`config.mk`:
```
export PLATFORM = sky130hd
export DESIGN_NAME = id_ex_pipe_reg
export DESIGN_NICKNAME = d
export VERILOG_FILES = /design/src/rtl/id_ex_pipe_reg.sv
export SDC_FILE = /design/constraint.sdc
export NUM_CORES = 1
export LEC_CHECK = 0
export CAP_MARGIN = 15
export CORE_MARGIN = 4
export CORE_UTILIZATION = 44
export DETAILED_ROUTE_END_ITERATION = 8
export HOLD_SLACK_MARGIN = 0.03
export PLACE_DENSITY = 0.86
export RECOVER_POWER = 50
export SLEW_MARGIN = 25
export SYNTH_ARGS = -nofsm -noshare
export SYNTH_HDL_FRONTEND = slang
export SYNTH_SLANG_ARGS = --single-unit
```
`constraint.sdc`:
```
create_clock -name clk_i -period 14.6 [get_ports clk_i]
set_input_delay 2.19 -clock clk_i [delete_from_list [all_inputs] [get_ports clk_i]]
set_output_delay 2.19 -clock clk_i [all_outputs]
set_load 0.005 [all_outputs]
```
`src/rtl/id_ex_pipe_reg.sv`:
```
// ID/EX pipeline register with stall, flush, valid gating and load-use hazard detection.
// Optional bubble counter enabled by defining ID_EX_BUBBLE_CNT_EN.
module id_ex_pipe_reg #(
    parameter int unsigned DATA_W  = 32,
    parameter int unsigned REG_AW  = 5,
    parameter int unsigned ALUOP_W = 3
) (
    input  logic               clk_i,
    input  logic               rst_i,
    input  logic               stall_i,
    input  logic               flush_i,
    input  logic               valid_i,
    input  logic [DATA_W-1:0]  pc_i,
    input  logic [DATA_W-1:0]  rs_data_i,
    input  logic [DATA_W-1:0]  rt_data_i,
    input  logic [DATA_W-1:0]  imm_i,
    input  logic [REG_AW-1:0]  rs_addr_i,
    input  logic [REG_AW-1:0]  rt_addr_i,
    input  logic [REG_AW-1:0]  rd_addr_i,
    input  logic [ALUOP_W-1:0] alu_op_i,
    input  logic               alu_src_i,
    input  logic               reg_dst_i,
    input  logic               branch_i,
    input  logic               mem_read_i,
    input  logic               mem_write_i,
    input  logic               reg_write_i,
    input  logic               mem_to_reg_i,
    output logic               valid_o,
    output logic [DATA_W-1:0]  pc_o,
    output logic [DATA_W-1:0]  rs_data_o,
    output logic [DATA_W-1:0]  rt_data_o,
    output logic [DATA_W-1:0]  imm_o,
    output logic [REG_AW-1:0]  rs_addr_o,
    output logic [REG_AW-1:0]  rt_addr_o,
    output logic [REG_AW-1:0]  rd_addr_o,
    output logic [ALUOP_W-1:0] alu_op_o,
    output logic               alu_src_o,
    output logic               reg_dst_o,
    output logic               branch_o,
    output logic               mem_read_o,
    output logic               mem_write_o,
    output logic               reg_write_o,
`ifdef ID_EX_BUBBLE_CNT_EN
    output logic [15:0]        bubble_cnt_o,
`endif
    output logic               mem_to_reg_o,
    output logic               load_use_hazard_o
);

    logic [DATA_W-1:0]  r_pc, r_rs_data, r_rt_data, r_imm;
    logic [REG_AW-1:0]  r_rs_addr, r_rt_addr, r_rd_addr;
    logic [ALUOP_W-1:0] r_alu_op;
    logic               r_valid;
    logic [6:0]         r_ctrl;
    logic [6:0]         w_ctrl_in;
    logic [6:0]         w_ctrl_next;
    logic               w_rt_match;

    assign w_ctrl_in = {alu_src_i, reg_dst_i, branch_i, mem_read_i,
                        mem_write_i, reg_write_i, mem_to_reg_i};
    // An invalid instruction loads its data fields but must not cause side effects.
    assign w_ctrl_next = valid_i ? w_ctrl_in : 7'b0;

    always_ff @(posedge clk_i or posedge rst_i) begin
        if (rst_i) begin
            r_valid   <= 1'b0;
            r_pc      <= '0;
            r_rs_data <= '0;
            r_rt_data <= '0;
            r_imm     <= '0;
            r_rs_addr <= '0;
            r_rt_addr <= '0;
            r_rd_addr <= '0;
            r_alu_op  <= '0;
            r_ctrl    <= '0;
        end else if (flush_i) begin
            r_valid   <= 1'b0;
            r_pc      <= '0;
            r_rs_data <= '0;
            r_rt_data <= '0;
            r_imm     <= '0;
            r_rs_addr <= '0;
            r_rt_addr <= '0;
            r_rd_addr <= '0;
            r_alu_op  <= '0;
            r_ctrl    <= '0;
        end else if (!stall_i) begin
            r_valid   <= valid_i;
            r_pc      <= pc_i;
            r_rs_data <= rs_data_i;
            r_rt_data <= rt_data_i;
            r_imm     <= imm_i;
            r_rs_addr <= rs_addr_i;
            r_rt_addr <= rt_addr_i;
            r_rd_addr <= rd_addr_i;
            r_alu_op  <= alu_op_i;
            r_ctrl    <= w_ctrl_next;
        end
    end

    assign valid_o      = r_valid;
    assign pc_o         = r_pc;
    assign rs_data_o    = r_rs_data;
    assign rt_data_o    = r_rt_data;
    assign imm_o        = r_imm;
    assign rs_addr_o    = r_rs_addr;
    assign rt_addr_o    = r_rt_addr;
    assign rd_addr_o    = r_rd_addr;
    assign alu_op_o     = r_alu_op;
    assign alu_src_o    = r_ctrl[6];
    assign reg_dst_o    = r_ctrl[5];
    assign branch_o     = r_ctrl[4];
    assign mem_read_o   = r_ctrl[3];
    assign mem_write_o  = r_ctrl[2];
    assign reg_write_o  = r_ctrl[1];
    assign mem_to_reg_o = r_ctrl[0];

    // $0 is hardwired zero, so a load targeting it never creates a dependency.
    assign w_rt_match = (r_rt_addr == rs_addr_i) || (r_rt_addr == rt_addr_i);
    assign load_use_hazard_o = r_valid && r_ctrl[3] && (r_rt_addr != '0) && w_rt_match;

`ifdef ID_EX_BUBBLE_CNT_EN
    logic [15:0] r_bubble_cnt;
    logic        w_bubble;

    assign w_bubble = flush_i || (!stall_i && !valid_i);

    always_ff @(posedge clk_i or posedge rst_i) begin
        if (rst_i) begin
            r_bubble_cnt <= '0;
        end else if (w_bubble && (r_bubble_cnt != 16'hFFFF)) begin
            r_bubble_cnt <= r_bubble_cnt + 16'd1;
        end
    end

    assign bubble_cnt_o = r_bubble_cnt;
`endif

endmodule

```
# [After elaboration in Yosys (flattened, before gate mapping)]
# Index checks and enable logic that the tools add are counted.
[totals] register_bits=154 in_bits=158
[classes] n_eq_ne=3 muxes=21 n_reduce_logical=5
[op_table] cell="32-bit two-way mux" n=8
[op_table] cell="5-bit two-way mux" n=6
[op_table] cell="7-bit two-way mux" n=3
[op_table] cell="5-bit == test" n=2
[op_table] cell="3-bit two-way mux" n=2
[op_table] cell="5-bit nonzero test" n=1
[op_table] cell="1-bit logical AND" n=3
[op_table] cell="1-bit two-way mux" n=2
[op_table] cell="2-bit by 1-bit != test with 1-bit output, second input constant" n=1
[op_table] cell="1-bit logical OR" n=1

# [Longest topological paths before layout]
[depth] depth_word=3 ltp_mapped=5 mapped_depth_nobuf=4

# [Worst setup path before layout]
# Ideal clock, no wire load.
[synth_path] kind="input -> output" startpoint="in rt_addr_i[0]" endpoint="out load_use_hazard_o" arrival_ns=2.747 slack_ns=9.663 stages=4 path_cell_list="xor2_1 -> nor3_1 -> nand3_1 -> a21oi_1"
[synth_between] elab_chain_len=3
[synth_rtl] item="start, declared" line_no="18" text="input logic [REG_AW-1:0] rt_addr_i,"
[synth_rtl] item="5-bit == test" line_no="119" text="assign w_rt_match = (r_rt_addr == rs_addr_i) || (r_rt_addr == rt_addr_i);"
[synth_rtl] item="1-bit logical OR" line_no="119"
[synth_rtl] item="1-bit logical AND" line_no="120" text="assign load_use_hazard_o = r_valid && r_ctrl[3] && (r_rt_addr != '0) && w_rt_match;"
[synth_rtl] item="end, declared" line_no="47" text="output logic load_use_hazard_o"
# No other way between the ends.

# [Worst setup path after layout]
[layout_path] startpoint="in stall_i" endpoint="reg r_rs_data[19] (netlist: rs_data_o[19])"
[layout_between] elab_chain_len=1
[layout_rtl] item="start, declared" line_no="10" text="input logic stall_i,"
[layout_rtl] item="2-bit by 1-bit != test with 1-bit output (no line)"
[layout_rtl] item="end signal, assigned" line_no="90" text="r_rs_data <= rs_data_i;"
[layout_rtl] item="end, declared" line_no="50" text="logic [DATA_W-1:0] r_pc, r_rs_data, r_rt_data, r_imm;"
# No other way between the ends.
# A chain may end at the register's enable or synchronous reset.

==> flow_summary.yaml <==
run_status:
  status: "finished, violations left"
  violations: "capacitance limit, slew limit"
route:
  drc_errors: 0
  vias_per_cell: 5.00
  routed-wl-met2_mm: 9.10
  met1Wirelength_mm: 6.94
  ant_nets: 0
  dr_wl_met3_mm: 1.69
  dr.pass1.iters: 4
  maxUsedRoutingLayer: "met4"
  vias: 5097
  wl_per_cell_um: 18.0
  drtIter0Drc: 259
  wirelength_mm: 18.4
setup_path:
  critical_path_class: "in2reg"
  slowest_delay_ps: 4390
  timing.rr.start: "rt_addr_o[3]"
  path_buf_inv: 2
  endpoint_kind: "flip-flop"
  worstPathMaxFanout: 100
  critPathLaunchType: "input port"
  crit_arrival_ps: 8420
  crit_family: "buffers and inverters"
  critPathRequiredTime_ps: 14850
  r2r_cells: 2
  crit_chain: "clkbuf_1 -> buf_4 -> mux2i_1 -> nor2_1"
  cp-startpoint: "stall_i"
  r2r_end: "rt_addr_o[3]"
  crit_end: "rs_data_o[19]"
  ff2ff_setup_slack_ps: 13640
  path_depth: 4
  slowest_stage: "clkbuf_1"
global_routing:
  grt_first_pass_wirelength_mm: 28.7
  antenna_found_initial: 0
  gr-total-overflow: 0
  grt_pass1_vias: 5557
  grt_max_degree: 101
  grt_usage: 0.224
clock_network:
  clk_pin_slew_worst_paths_ps: 60
  htree_levels: 4
  post-cts-setup-buffers: 0
  clk_path_buf_depth: 2
  clock_latency_ps: 410
  cts_sinks: 154
  ctsResizeCount: 0
  cts_root_buffer: "clkbuf_16"
  cts_tree: "yes"
  cts_made_buffers: 17
  ctsHoldBuffers: 0
placed_design:
  numPortBuffers: 312
  dp_hpwl_mm: 13.3
  gp_congestion: 0.894
  post-place-cells: 988
  pre_cts_ws_ps: 8670
floorplanning:
  core_area_um2: 14000
  die-area_um2: 16400
  rows: 43
  initial_core_util: 0.453
  ios: 313
  die_h_um: 128
  die_w_um: 128
synth:
  yosys.area.top_type: "dfrtp_1"
  synth_cell_type_count: 19
  yosysWarnings: 0
  ys_ff_latch: 154
  synth_area_um2: 6360
  syn_inst: 528
  synth_top_area_share: 0.606
  synthesis.nets: 686
  avgSynthCellArea_um2: 12.0
  yosysSeqAreaShare: 0.606
  ys_top_cells_by_area: "dfrtp_1 (61%), mux2i_1 (23%), nor2_1 (9.4%)"
timing:
  hold_viol_final: 0
  setup_tns_ps: 0
  min_period_ps: 8170
  hold-worst-slack_ps: 504
  tightest_slew_ps: 6420
  slew_headroom: -3.28
  rsz0062_at_grt: "false"
  setup_viol: 0
  fmax_mhz: 122
  fin_ws_ps: 6430
  finClkSkew_ps: 0
  finalCritPeriodShare: 0.560
  report.final.slew_viol_count: 187
cells_and_area:
  syn2layout_area_growth_pct: 58.2
  fin_cells: 1020
  layout_commonest_cell: "clkdlybuf4s50_1"
  final_cell_mix: "clkdlybuf4s50_1 (228), nor2_1 (160), dfrtp_1 (154)"
  num_antenna_cells: 0
  final_layout_size_suffix_gt1_frac: 0.0429
  final_nets: 985
  postLayoutCoreUtil: 0.717
pwr:
  ir_drop_mv: 0.0627
  p_leak_uw: 0.00494
  p_per_area_nw_per_um2: 105
hold_path:
  hold_class: "reg2reg"
  hold_start: "r_ctrl[0]"
run:
  timing.max_cap.violations: 2
==> synthesized netlist by cell type <==
cell type / count
xor2_1: 6
dfrtp_1: 154
mux2i_1: 146
a22oi_1: 1
nor2_1: 160
buf_1: 1
or4_1: 1
buf_2: 8
xnor2_1: 4
inv_1: 1
clkbuf_1: 11
nand3_1: 2
a21oi_1: 8
buf_4: 4
nor2b_1: 1
nand2_1: 6
buf_6: 11
nor3_1: 2
o211ai_2: 1
==> kinds of logic after synthesis <==
family / count (synthesis) / synth area share
flops: 154 / 0.606
simple gates: 172 / 0.103
buf+inv: 36 / 0.0382
xor+xnor: 10 / 0.0138
compound gates: 10 / 0.00944
mux: 146 / 0.230
==> through the flow <==
stage / instance area (um2) / total power (uW)
3_5_place_dp: 9500 / 641
5_1_grt: 10100 / 1110
6_report: 10100 / 1060
3_3_place_gp: 9500 / 635
2_1_floorplan: 6360 / 535
4_1_cts: 10100 / 1070
==> state kept, by name, summed over array words and instances (netlist names) <==
name       cells
imm_o         32
pc_o          32
rt_data_o     32
r_ctrl         7
alu_op_o       3
rd_addr_o      5
valid_o        1
rs_addr_o      5
rs_data_o     32
rt_addr_o      5
==> routing by layer <==
| metal | vias up | global-route usage |
|---|---|---|
| met2 | 239 | 0.370 |
| met5 | - | 0 |
| li1 | 2341 | - |
| met4 | 0 | 0.108 |
| met3 | 47 | 0.0829 |
| met1 | 2470 | 0.256 |
==> layout make-up <==
class                      instances  area, um2
multi-input combinational        338       2270
fill                             958       3970
inverter                           1       5.00
clock inverter                    11        121
sequential                       154       3850
tap                              180        225
clock buffer                      21        460
timing repair buffer             315       3140
==> worst reg2reg max path, cell delays in order (launching register included) <==
cell,delay [ps]
dfrtp_1,460
mux2i_1,120
nor2_1,290
==> worst min-delay path by stage <==
stage,end,slack [ps],depth (start not counted)
final,r_ctrl[0],500,2
after global routing,r_ctrl[0],530,2
after CTS,r_ctrl[0],520,2
after detailed placement,r_ctrl[0],500,2
after global placement,r_ctrl[5],500,2
after floorplan,r_ctrl[0],510,2
==> power breakdown <==
group | leakage, uW | internal [uW] | switching (uW)
combinational | 0.00262 | 104 | 63.7
clock | 0.000271 | 260 | 168
sequential | 0.00205 | 451 | 14.6
total | 0.00494 | 814 | 247
Note: power is estimated with default switching activity, not from simulation.
